<file path="config.mk">
export PLATFORM = sky130hd
export DESIGN_NAME = servo_sequencer
export DESIGN_NICKNAME = d
export VERILOG_FILES = /design/src/rtl/servo_sequencer.sv
export SDC_FILE = /design/constraint.sdc
export NUM_CORES = 1
export LEC_CHECK = 0
export CAP_MARGIN = 10
export CORE_UTILIZATION = 30
export CTS_CLUSTER_DIAMETER = 120
export CTS_CLUSTER_SIZE = 40
export DETAILED_ROUTE_END_ITERATION = 10
export PLACE_DENSITY = 0.44
export SETUP_SLACK_MARGIN = 0.15
export SYNTH_ARGS = -nofsm -noshare
export SYNTH_HDL_FRONTEND = slang
export SYNTH_SLANG_ARGS = --single-unit
</file>
<file path="constraint.sdc">
create_clock -name clk -period 4.1 [get_ports clk]
set_clock_uncertainty 0.05 [all_clocks]
set_input_delay 0.82 -clock clk [delete_from_list [all_inputs] [get_ports clk]]
set_output_delay 0.82 -clock clk [all_outputs]
set_load 0.1 [all_outputs]
</file>
<file path="src/rtl/servo_sequencer.sv">
// Two-servo arm sequencer: lower, grip/release, raise, then handshake back to the requester.
// Generates both servo PWM waveforms from one free-running frame counter.
module servo_sequencer #(
    parameter int FRAME_CYC    = 2_000_000,
    parameter int ARM_UP       = 200_000,
    parameter int ARM_DOWN     = 100_000,
    parameter int CLAW_OPEN    = 100_000,
    parameter int CLAW_CLOSED  = 200_000,
    parameter int DWELL_FRAMES = 25
) (
    input  logic       clk,
    input  logic       rst_n,
    input  logic       servo_EN,
    input  logic       servo_state,
    output logic       arm_pwm,
    output logic       claw_pwm,
    output logic       servo_done,
    output logic       busy,
    output logic [2:0] step
);

    localparam int FC_W = (FRAME_CYC > 1) ? $clog2(FRAME_CYC) : 1;
    localparam int PW_W = $clog2(FRAME_CYC + 1);
    localparam int DW_W = (DWELL_FRAMES > 0) ? $clog2(DWELL_FRAMES + 1) : 1;

    localparam logic [FC_W-1:0] FRAME_LAST  = FC_W'(FRAME_CYC - 1);
    localparam logic [PW_W-1:0] ARM_UP_W    = PW_W'(ARM_UP);
    localparam logic [PW_W-1:0] ARM_DOWN_W  = PW_W'(ARM_DOWN);
    localparam logic [PW_W-1:0] CLAW_OPEN_W = PW_W'(CLAW_OPEN);
    localparam logic [PW_W-1:0] CLAW_CLS_W  = PW_W'(CLAW_CLOSED);
    localparam logic [DW_W-1:0] DWELL_LAST  = DW_W'(DWELL_FRAMES - 1);

    // frame_cnt is 0 in reset, so the pins start high whenever the reset width is nonzero
    localparam logic ARM_PWM_RST  = (ARM_UP > 0) ? 1'b1 : 1'b0;
    localparam logic CLAW_PWM_RST = (CLAW_OPEN > 0) ? 1'b1 : 1'b0;

    localparam logic [2:0] ST_IDLE  = 3'd0;
    localparam logic [2:0] ST_LOWER = 3'd1;
    localparam logic [2:0] ST_GRIP  = 3'd2;
    localparam logic [2:0] ST_RAISE = 3'd3;
    localparam logic [2:0] ST_DONE  = 3'd4;
    localparam logic [2:0] ST_HOLD  = 3'd5;

    logic [2:0]      state_r;
    logic [2:0]      state_s;
    logic            op_r;
    logic            op_s;
    logic [DW_W-1:0] dwell_r;
    logic [DW_W-1:0] dwell_s;
    logic [FC_W-1:0] frame_cnt_r;
    logic [FC_W-1:0] frame_cnt_s;
    logic            frame_end_s;
    logic [PW_W-1:0] arm_w_r;
    logic [PW_W-1:0] arm_w_s;
    logic [PW_W-1:0] claw_w_r;
    logic [PW_W-1:0] claw_w_s;
    logic [PW_W-1:0] arm_tgt_s;
    logic [PW_W-1:0] claw_tgt_s;
    logic [PW_W-1:0] fc_ext_s;
    logic            arm_pwm_r;
    logic            claw_pwm_r;
    logic            done_r;
    logic            busy_r;

    // Free-running frame counter and its wrap point
    always_comb begin
        frame_end_s = (frame_cnt_r == FRAME_LAST);
        if (frame_end_s) begin
            frame_cnt_s = {FC_W{1'b0}};
        end else begin
            frame_cnt_s = frame_cnt_r + FC_W'(1);
        end
        fc_ext_s = PW_W'(frame_cnt_s);
    end

    // Routine sequencing; dwell counts frame boundaries and clears on every state change
    always_comb begin
        state_s = state_r;
        op_s    = op_r;
        dwell_s = {DW_W{1'b0}};
        case (state_r)
            ST_IDLE: begin
                if (servo_EN) begin
                    state_s = ST_LOWER;
                    op_s    = servo_state;
                end else begin
                    state_s = ST_IDLE;
                end
            end
            ST_LOWER, ST_GRIP, ST_RAISE: begin
                if (frame_end_s) begin
                    if (dwell_r == DWELL_LAST) begin
                        state_s = state_r + 3'd1;
                        dwell_s = {DW_W{1'b0}};
                    end else begin
                        dwell_s = dwell_r + DW_W'(1);
                    end
                end else begin
                    dwell_s = dwell_r;
                end
            end
            ST_DONE: begin
                state_s = ST_HOLD;
            end
            ST_HOLD: begin
                if (!servo_EN) begin
                    state_s = ST_IDLE;
                end else begin
                    state_s = ST_HOLD;
                end
            end
            default: begin
                state_s = ST_IDLE;
            end
        endcase
    end

    // Width targets follow the state being entered, so a boundary transition takes effect in the next frame
    always_comb begin
        arm_tgt_s  = arm_w_r;
        claw_tgt_s = claw_w_r;
        case (state_s)
            ST_LOWER: begin
                arm_tgt_s = ARM_DOWN_W;
            end
            ST_GRIP: begin
                arm_tgt_s  = ARM_DOWN_W;
                claw_tgt_s = op_s ? CLAW_OPEN_W : CLAW_CLS_W;
            end
            ST_RAISE: begin
                arm_tgt_s = ARM_UP_W;
            end
            default: begin
                arm_tgt_s  = arm_w_r;
                claw_tgt_s = claw_w_r;
            end
        endcase
        if (frame_end_s) begin
            arm_w_s  = arm_tgt_s;
            claw_w_s = claw_tgt_s;
        end else begin
            arm_w_s  = arm_w_r;
            claw_w_s = claw_w_r;
        end
    end

    // State, widths and registered outputs; pins are registered from next-cycle compare values
    always_ff @(posedge clk or negedge rst_n) begin
        if (!rst_n) begin
            state_r     <= ST_IDLE;
            op_r        <= 1'b0;
            dwell_r     <= {DW_W{1'b0}};
            frame_cnt_r <= {FC_W{1'b0}};
            arm_w_r     <= ARM_UP_W;
            claw_w_r    <= CLAW_OPEN_W;
            arm_pwm_r   <= ARM_PWM_RST;
            claw_pwm_r  <= CLAW_PWM_RST;
            done_r      <= 1'b0;
            busy_r      <= 1'b0;
        end else begin
            state_r     <= state_s;
            op_r        <= op_s;
            dwell_r     <= dwell_s;
            frame_cnt_r <= frame_cnt_s;
            arm_w_r     <= arm_w_s;
            claw_w_r    <= claw_w_s;
            arm_pwm_r   <= (fc_ext_s < arm_w_s);
            claw_pwm_r  <= (fc_ext_s < claw_w_s);
            done_r      <= (state_s == ST_DONE);
            busy_r      <= (state_s != ST_IDLE);
        end
    end

    assign arm_pwm    = arm_pwm_r;
    assign claw_pwm   = claw_pwm_r;
    assign servo_done = done_r;
    assign busy       = busy_r;
    assign step       = state_r;

endmodule

</file>
======== Word-level counts from Yosys, hierarchy flattened ========
Index checks and enable logic that the tools add are counted.
word-level totals
  input bits .............................. 4
  register bits ........................... 76
  output and inout port bits .............. 7
cells by class
  reductions and logical operators ........ 4
  add/subtract/negate cells ............... 3
  equal/unequal tests ..................... 12
  mux-type cells .......................... 16
  order comparisons ....................... 2
operators by type and width
  cell                                            count
  2-to-1 mux 21 bit                               4
  < comparator 21 bit                             2
  case mux 21 bit (2 select lines)                1
  adder 21 x 1 -> 21 bit (second input constant)  1
  == test 21 bit (second input constant)          1
  2-to-1 mux 18 bit                               1
  2-to-1 mux 5 bit                                3
  == test 3 x 2 -> 1 bit (second input constant)  4
  case mux 3 bit (4 select lines)                 1
  == test 3 bit (second input constant)           3
  2-to-1 mux 3 bit                                3
  == test 3 x 1 -> 1 bit (second input constant)  2
  adder 5 x 1 -> 5 bit (second input constant)    1
  == test 5 bit (second input constant)           1
  adder 3 x 1 -> 3 bit (second input constant)    1
  logical NOT 3 bit                               1
  2-to-1 mux 1 bit                                3
  nonzero test 3 bit                              1
  OR reduction 3 bit                              1
  inequality test 2 bit (second input constant)   1
  OR reduction 2 bit                              1

======== Logic depth before layout (Yosys ltp) ========
Gate-level depths: netlist of the first run.
  depth in word-level cells ............... 9
  mapped depth ............................ 18
  mapped depth without buffers ............ 15

======== Worst setup path before layout of the first run ========
No wires, ideal clock.
  kind .................................... reg2reg
  start ................................... register state_r[0] (netlist: step[0])
  end ..................................... register claw_pwm_r (netlist: claw_pwm)
  library setup time ...................... 77 ps
  path slack .............................. -285 ps
  path buffers ............................ 1
  clock period less this slack ............ 4385 ps
  cell stages (with the launch flop) ...... 17
  data arrival time ....................... 4258 ps
  path through ............................ dfrtp_1 inv_1 ha_1 nor3_1 a21oi_2 a311oi_4 nand2_1 or3_1 buf_2 and2_1 ha_1 a21o_1 a21o_1 a21oi_1 nor4_1 or4_1 a31oi_1
on the way
  cells in the longest elaborated chain, start to end .. 8
  elaborated cells between the ends (all ways) .. 17
RTL lines
  item                             line  text
  from (decl)                      44    logic [2:0] state_r;
  from (signal assigned)           161   state_r <= state_s;
  adder 3 x 1 -> 3 bit             93    state_s = state_r + 3'd1;
  2-to-1 mux 3 bit                 92    if (dwell_r == DWELL_LAST) begin
  2-to-1 mux 3 bit                 91    if (frame_end_s) begin
  case mux 3 bit (4 select lines)  81    case (state_r)
  == test 3 x 2 -> 1 bit           122   case (state_s)
  2-to-1 mux 21 bit (*)            122
  2-to-1 mux 21 bit (*)            138   if (frame_end_s) begin
  < comparator 21 bit (*)          168   claw_pwm_r <= (fc_ext_s < claw_w_s);
  to (signal assigned)             168
  to (decl)                        61    logic claw_pwm_r;
Mark *: on every way between the ends. The rest lies on a longest branch, timed or not.
A chain may end at the register's enable or synchronous reset.

======== Worst setup path in the final report of the first run ========
  start ................................... input port servo_EN
  end ..................................... register claw_pwm_r (netlist: claw_pwm)
on the way
  cells in the longest elaborated chain, start to end .. 6
  elaborated cells between the ends (all ways) .. 10
RTL lines
  item                                                                        line      text
  from (decl)                                                                 13        input logic servo_EN,
  2-to-1 mux 3 bit / 2-to-1 mux 1 bit (equally long branches)                 106, 83
  case mux 3 bit (4 select lines) / 2-to-1 mux 1 bit (equally long branches)  81
  == test 3 x 2 -> 1 bit / 2-to-1 mux 18 bit (equally long branches)          122, 128
  2-to-1 mux 21 bit (*)                                                       122
  2-to-1 mux 21 bit (*)                                                       138
  < comparator 21 bit (*)                                                     168
Marked as above.

==> results.cfg, run 1 <==
[run_status]
status = complete, no violations

[yosys]
synth_nets = 482
synth_edf_count = 0
ys_ff_latch = 76
syn-cell-area_um2 = 4320
async_flop_share = 1.00
synth.distinct_cells = 54
synthCells = 430
ys_seq_area_frac = 0.445
synth-main-ff-cell = dfrtp_1
yosys_warnings = 0
avgSynthCellArea_um2 = 10.0

[sta]
final-hold-violation-count = 0
holdWs_ns = 0.414
timing.setup.tns_ns = 0
slew_violations = 0
fmax_mhz = 265
min_period_over_period = 0.920
final.min_clock_period_ns = 3.77
relSlewSlack = 0.350
setup_violations = 0
rsz0062_at_grt = false
tightest_slew_ns = 0.975

[floorplanning]
num_rows = 43
dieWidth_um = 122
dieArea_um2 = 14900
start_util = 0.310
die_y_um = 122
ios = 11
design.core.area_um2 = 13900

[routing]
first_iter_violations = 79
ant_nets = 0
wl_per_cell_um = 14.9
num_vias = 3074
firstDrtPassIters = 5
viasPerCell = 4.73
wl_um = 9690
drc_errors = 0

[final_layout]
utilization = 0.375
finalNetCount = 517
diodes = 0
nFillCells = 1355
syn2layout_area_growth_pct = 21.1
drive_above_1_share = 0.206

[place]
gp_congestion = 0.782
place_hpwl_um = 7270
portBuffers = 10

[critical_path]
crit_type = primary input to flip-flop
worstPathMaxFanout = 2
critPathArrivalTime_ns = 3.98
crit_required_ns = 4.31
end_kind = flip-flop
start_kind = primary input

[power_and_ir_drop]
p_sw_frac = 0.244
clock_power_share = 0.497
p_int_w = 0.00160
ir_worst_vdd_mv = 0.250
pwr-share-seq = 0.368
switchingPower_w = 0.000518
p_per_area_nw_per_um2 = 406
p_comb_frac = 0.135
power_w = 0.00212
leakagePower_nw = 2.54

[cts]
worstSkewPairLatency_ns = 0.34
cts_tree = yes
cts_sinks = 76
h-tree-depth = 3
cts.clk_slew.worst_paths_ns = 0.06
clock_path_buffers = 2
numCtsBuffers = 9
holdBufCountCts = 0
cts-root-buf = clkbuf_16

[job]
maxCapViolCount = 0

[global_routing]
grt_remaining_overflow = 0
grt_usage = 0.147
busiest_layer = met2
grt_pass1_wl_um = 16400
antenna_found_initial = 0
gr-usage-met2 = 0.235
grt_max_degree = 77
met3_usage = 0.0421
grt_pass1_vias = 3107
met1_usage = 0.193

[worst_hold_path]
hold_class = flip-flop to flip-flop
[registers in the layout, indices dropped and copies added, names as in the netlist]
| signal | count |
|---|---|
| arm_w_r | 21 |
| claw_w_r | 21 |
| frame_cnt_r | 21 |
| dwell_r | 5 |
| step | 3 |
| arm_pwm | 1 |
| busy | 1 |
| claw_pwm | 1 |
| op_r | 1 |
| servo_done | 1 |
[layout by cell type, fill, tap and decap left out, types with 10 or more instances in the layout]
cell / synthesis / routed
ha_1: 48 / 47
dfrtp_1: 62 / 59
nand2_4: 10 / 10
nand4_1: 11 / 11
inv_2: 10 / 11
nor2_1: 28 / 28
and2_1: 13 / 13
inv_1: 26 / 25
nand3_1: 20 / 20
buf_4: 0 / 24
dfstp_2: 14 / 14
a21oi_1: 19 / 19
nand2_1: 50 / 50
o21ai_0: 15 / 15
[layer usage]
layer | routed length (um) | up-vias
met5 | 0 | -
met4 | 93 | 0
met1 | 4660 | 1455
met2 | 4610 | 42
met3 | 327 | 5
li1 | - | 1572
[synthesized netlist by cell type, types with 3 or more instances]
master / instances / share of area
or3_1: 4 / 0.0058
nand2b_1: 4 / 0.0058
and2_1: 13 / 0.019
xnor2_1: 8 / 0.016
a21o_1: 5 / 0.0087
mux2i_1: 3 / 0.0070
nand4_1: 11 / 0.016
nand2_1: 50 / 0.043
o211ai_1: 3 / 0.0052
nand3_1: 20 / 0.023
a21oi_1: 19 / 0.022
and3_1: 3 / 0.0043
dfrtp_1: 62 / 0.36
o21ai_0: 15 / 0.017
xor2_1: 9 / 0.018
inv_1: 26 / 0.023
nand2_4: 10 / 0.026
nor3_1: 5 / 0.0058
buf_2: 3 / 0.0035
a31oi_1: 4 / 0.0058
ha_1: 48 / 0.14
nor2b_1: 4 / 0.0058
a311oi_1: 4 / 0.0081
inv_2: 10 / 0.0087
o21a_1: 6 / 0.010
nor2_1: 28 / 0.024
dfstp_2: 14 / 0.085
clkbuf_1: 4 / 0.0035
[worst paths after layout]
path / start / end / slack (ns) / depth (start not counted)
hold reg to reg: claw_w_r[18] / claw_w_r[18] / 0.41 / 2
max in group asynchronous: rst_n / step[0] / 2.67 / 1
min in group asynchronous: rst_n / dwell_r[0] / 0.57 / 1
hold / removal: claw_w_r[18] / claw_w_r[18] / 0.41 / 2
setup / recovery: servo_EN / claw_pwm / 0.33 / 14
setup reg to reg: step[0] / claw_pwm / 0.33 / 14
[timing repair]
| item | CTS | global route |
|---|---|---|
| buffers inserted | 0 | 4 |
| resized for setup | 0 | 12 |
| hold endpoints to repair | 0 | 0 |
| setup endpoints to repair | 0 | 2 |
[power by group through the flow]
| stage | Combinational [W] | Clock, W | Sequential, W |
|---|---|---|---|
| detailed placement | 0.000259 | 0 | 0.000795 |
| finish | 0.000286 | 0.00105 | 0.000782 |
| global placement | 0.000261 | 0 | 0.000795 |
| CTS | 0.000260 | 0.00108 | 0.000781 |
| global route | 0.000310 | 0.00111 | 0.000784 |
| floorplan | 0.000108 | 0 | 0.000865 |
[cells by family after synthesis]
family | Yosys count | share of synthesized area
AO/OA/AOI/OAI | 71 | 0.109
adder cells (fa/ha/maj) | 48 | 0.139
multiplexers | 4 | 0.00956
flip-flops | 76 | 0.445
buffers and inverters | 46 | 0.0481
AND/OR/NAND/NOR | 168 | 0.215
XOR/XNOR | 17 | 0.0345
[per-stage QoR]
step,worst slack (ns),instance area (um^2),cells
detailed placement,0.0234,4740,630
global placement,0.0686,4740,630
floorplan,0.184,4330,430
finish,0.328,5230,650
CTS,0.178,5140,646
global route,0.161,5230,650
[critical path, stage by stage]
cell,delay (ns)
clkdlybuf4s50_1,0.42
a21oi_1,0.25
nor3_1,0.11
nor3_2,0.22
nand2_1,0.07
or3_1,0.37
and2_1,0.16
ha_1,0.28
a21o_1,0.18
a21o_1,0.17
a21oi_1,0.19
nor4_1,0.06
or4_1,0.50
a31oi_1,0.17
[layout make-up]
class / instances / area [um^2] / area share
multi-input cells: 308 / 2250 / 0.430
flip-flops and latches: 76 / 1930 / 0.369
clock buffers: 10 / 239 / 0.0457
well taps: 180 / 225 / 0.0431
clock inverters: 6 / 159 / 0.0304
repair buffers: 34 / 290 / 0.0555
inverters: 36 / 135 / 0.0258
Note: power is estimated with default switching activity, not from simulation.
==> inputs of run 2 (changes only) <==
--- a/config.mk
+++ b/config.mk
@@ -5,7 +5,6 @@
 export SDC_FILE = /design/constraint.sdc
 export NUM_CORES = 1
 export LEC_CHECK = 0
-export CAP_MARGIN = 10
 export CORE_UTILIZATION = 30
 export CTS_CLUSTER_DIAMETER = 120
 export CTS_CLUSTER_SIZE = 40
==> results of run 2 <==
No change in the layout: final DEF, timing and power equal those of run 1.
==> inputs of run 3 (changes only) <==
--- a/config.mk
+++ b/config.mk
@@ -5,6 +5,9 @@
 export SDC_FILE = /design/constraint.sdc
 export NUM_CORES = 1
 export LEC_CHECK = 0
+export ABC_CLOCK_PERIOD_IN_PS = 4100
+export CAP_MARGIN = 20
+export CORE_ASPECT_RATIO = 2
 export CORE_UTILIZATION = 30
 export CTS_CLUSTER_DIAMETER = 120
 export CTS_CLUSTER_SIZE = 40
==> run 3 against run 2 <==
Net effect:
- register-to-register slack about the same
- via count up 4.9%
- die area up 0.19%
- worst setup slack better by 0.010 ns
- cell area up 0.65%
- sequential power about the same
- hold slack better by 0.0012 ns
- total power down 7.4%
- largest power group unchanged
==> results.cfg, run 3 (synthesis gave the netlist of run 1 again) <==
[sta]
holdWs_ns = 0.415
relSlewSlack = 0.327
final.min_clock_period_ns = 3.76
min_period_over_period = 0.917
slew_violations = 0
setup_violations = 0
final-hold-violation-count = 0
fmax_mhz = 266
rsz0062_at_grt = false
tightest_slew_ns = 1.01

[power_and_ir_drop]
p_per_area_nw_per_um2 = 373
ir_worst_vdd_mv = 0.159
p_sw_frac = 0.264
clock_power_share = 0.445
power_w = 0.00197
switchingPower_w = 0.000520
pwr-share-seq = 0.397
leakagePower_nw = 2.54
p_int_w = 0.00145
p_comb_frac = 0.158

[cts]
numCtsBuffers = 9
h-tree-depth = 3
cts_tree = yes
clock_path_buffers = 2
cts-root-buf = clkbuf_16
cts.clk_slew.worst_paths_ns = 0.06
worstSkewPairLatency_ns = 0.33
cts_sinks = 76

[critical_path]
reg2regPathDepth = 15
critPathArrivalTime_ns = 3.97
crit_required_ns = 4.31
worstPathMaxFanout = 6
crit_path_end = claw_pwm
end_kind = flip-flop
worstSetupStartpoint = step[0]
start_kind = flip-flop
crit-reg2reg-launch = step[0]
reg2reg_setup_slack_ns = 0.34
crit_type = flip-flop to flip-flop
reg2reg_to = claw_pwm

[final_layout]
syn2layout_area_growth_pct = 21.9
nFillCells = 1431
diodes = 0
finalNetCount = 527
final_common_cell = dfrtp_1
largestRegisters = arm_w_r x21, claw_w_r x21, frame_cnt_r x21
drive_above_1_share = 0.223
stdcell_area_um2 = 5260
fin_cells = 669
mostFrequentLayoutCells = dfrtp_1, nand2_1, ha_1

[place]
gp_congestion = 0.821
dpl_cell_area_um2 = 4830
portBuffers = 10
place_hpwl_um = 8420
dp.cells = 648

[floorplanning]
design.core.area_um2 = 14000
dieArea_um2 = 14900
ios = 11
start_util = 0.309
die_y_um = 172
dieWidth_um = 86.8
num_rows = 61

[routing]
viasPerCell = 4.82
wl_um = 10800
firstDrtPassIters = 4
wl_per_cell_um = 16.2
drc_errors = 0
first_iter_violations = 124
num_vias = 3225
ant_nets = 0

[global_routing]
grt_remaining_overflow = 0
grt_pass1_wl_um = 17200
grt_pass1_vias = 3318
grt_usage = 0.159
grt_max_degree = 77
antenna_found_initial = 0

[run_status]
status = complete, no violations

[job]
maxCapViolCount = 0

[worst_hold_path]
hold_class = flip-flop to flip-flop
[run 3: cell types whose count changed in the layout (fill, tap and decap cells not counted), moves of 2 or more]
cell / previous run / this run
buf_4: 24 / 33
bufinv_16: 5 / 2
ha_1: 47 / 44
a21oi_2: 0 / 2
ha_4: 0 / 2
[run 3: power groups by stage]
stage          registers, W  clock network (W)  logic, W
2_1_floorplan      0.000865                  0  0.000108
3_3_place_gp       0.000796                  0  0.000278
3_5_place_dp       0.000798                  0  0.000283
4_1_cts            0.000784           0.000898  0.000284
6_report           0.000780           0.000875  0.000310
5_1_grt            0.000782           0.000930  0.000334
[run 3: final cells by class]
type | instances | area, um^2 | share of cell area
multi-input cells | 308 | 2250 | 0.428
flip-flops and latches | 76 | 1930 | 0.367
repair buffers | 44 | 378 | 0.0718
clock buffers | 12 | 256 | 0.0487
clock inverters | 4 | 72.6 | 0.0138
well taps | 189 | 236 | 0.0449
inverters | 36 | 135 | 0.0257
[run 3: per-layer routing]
metal	GRT usage	up-vias	share of wire
met5	0	-	0
met4	0.101	0	0.049
met3	0.0216	24	0.016
met2	0.309	43	0.58
met1	0.151	1566	0.35
li1	-	1592	-
[run 3: critical path, stage by stage, from the launching register on]
cell,delay (ns)
dfrtp_4,0.51
ha_2,0.21
ha_4,0.17
nor3_4,0.19
a21oi_2,0.08
a311oi_4,0.42
nand2_1,0.09
or3_1,0.33
and2_1,0.15
ha_1,0.28
a21o_1,0.18
a21o_1,0.18
a21oi_2,0.13
nor4_1,0.05
or4_1,0.50
a31oi_1,0.16
[run 3: how the worst min path moves through the flow]
stage	startpoint	end	slack, ns	cells after the start
final	claw_w_r[3]	claw_w_r[3]	0.42	2
after global routing	arm_w_r[13]	arm_w_r[13]	0.44	2
after CTS	claw_w_r[8]	claw_w_r[8]	0.42	2
after detailed placement	claw_w_r[8]	claw_w_r[8]	0.41	2
after global placement	claw_w_r[3]	claw_w_r[3]	0.40	2
after floorplan	claw_w_r[13]	claw_w_r[13]	0.38	2
[run 3: metrics by stage]
stage	setup slack [ns]	util	TNS (ns)
4_1_cts	0.186	0.370	0
6_report	0.338	0.377	0
2_1_floorplan	0.184	-	0
5_1_grt	0.131	0.377	0
3_3_place_gp	-0.0327	0.346	-0.0327
3_5_place_dp	-0.0907	0.346	-0.0907
[run 3: repair_timing]
action | 4_1_cts | 5_1_grt
hold buffers | 0 | 0
endpoints found under the hold margin | 0 | 0
endpoints found under the setup margin | 0 | 2
setup buffers | 0 | 5
gates resized for setup | 0 | 11
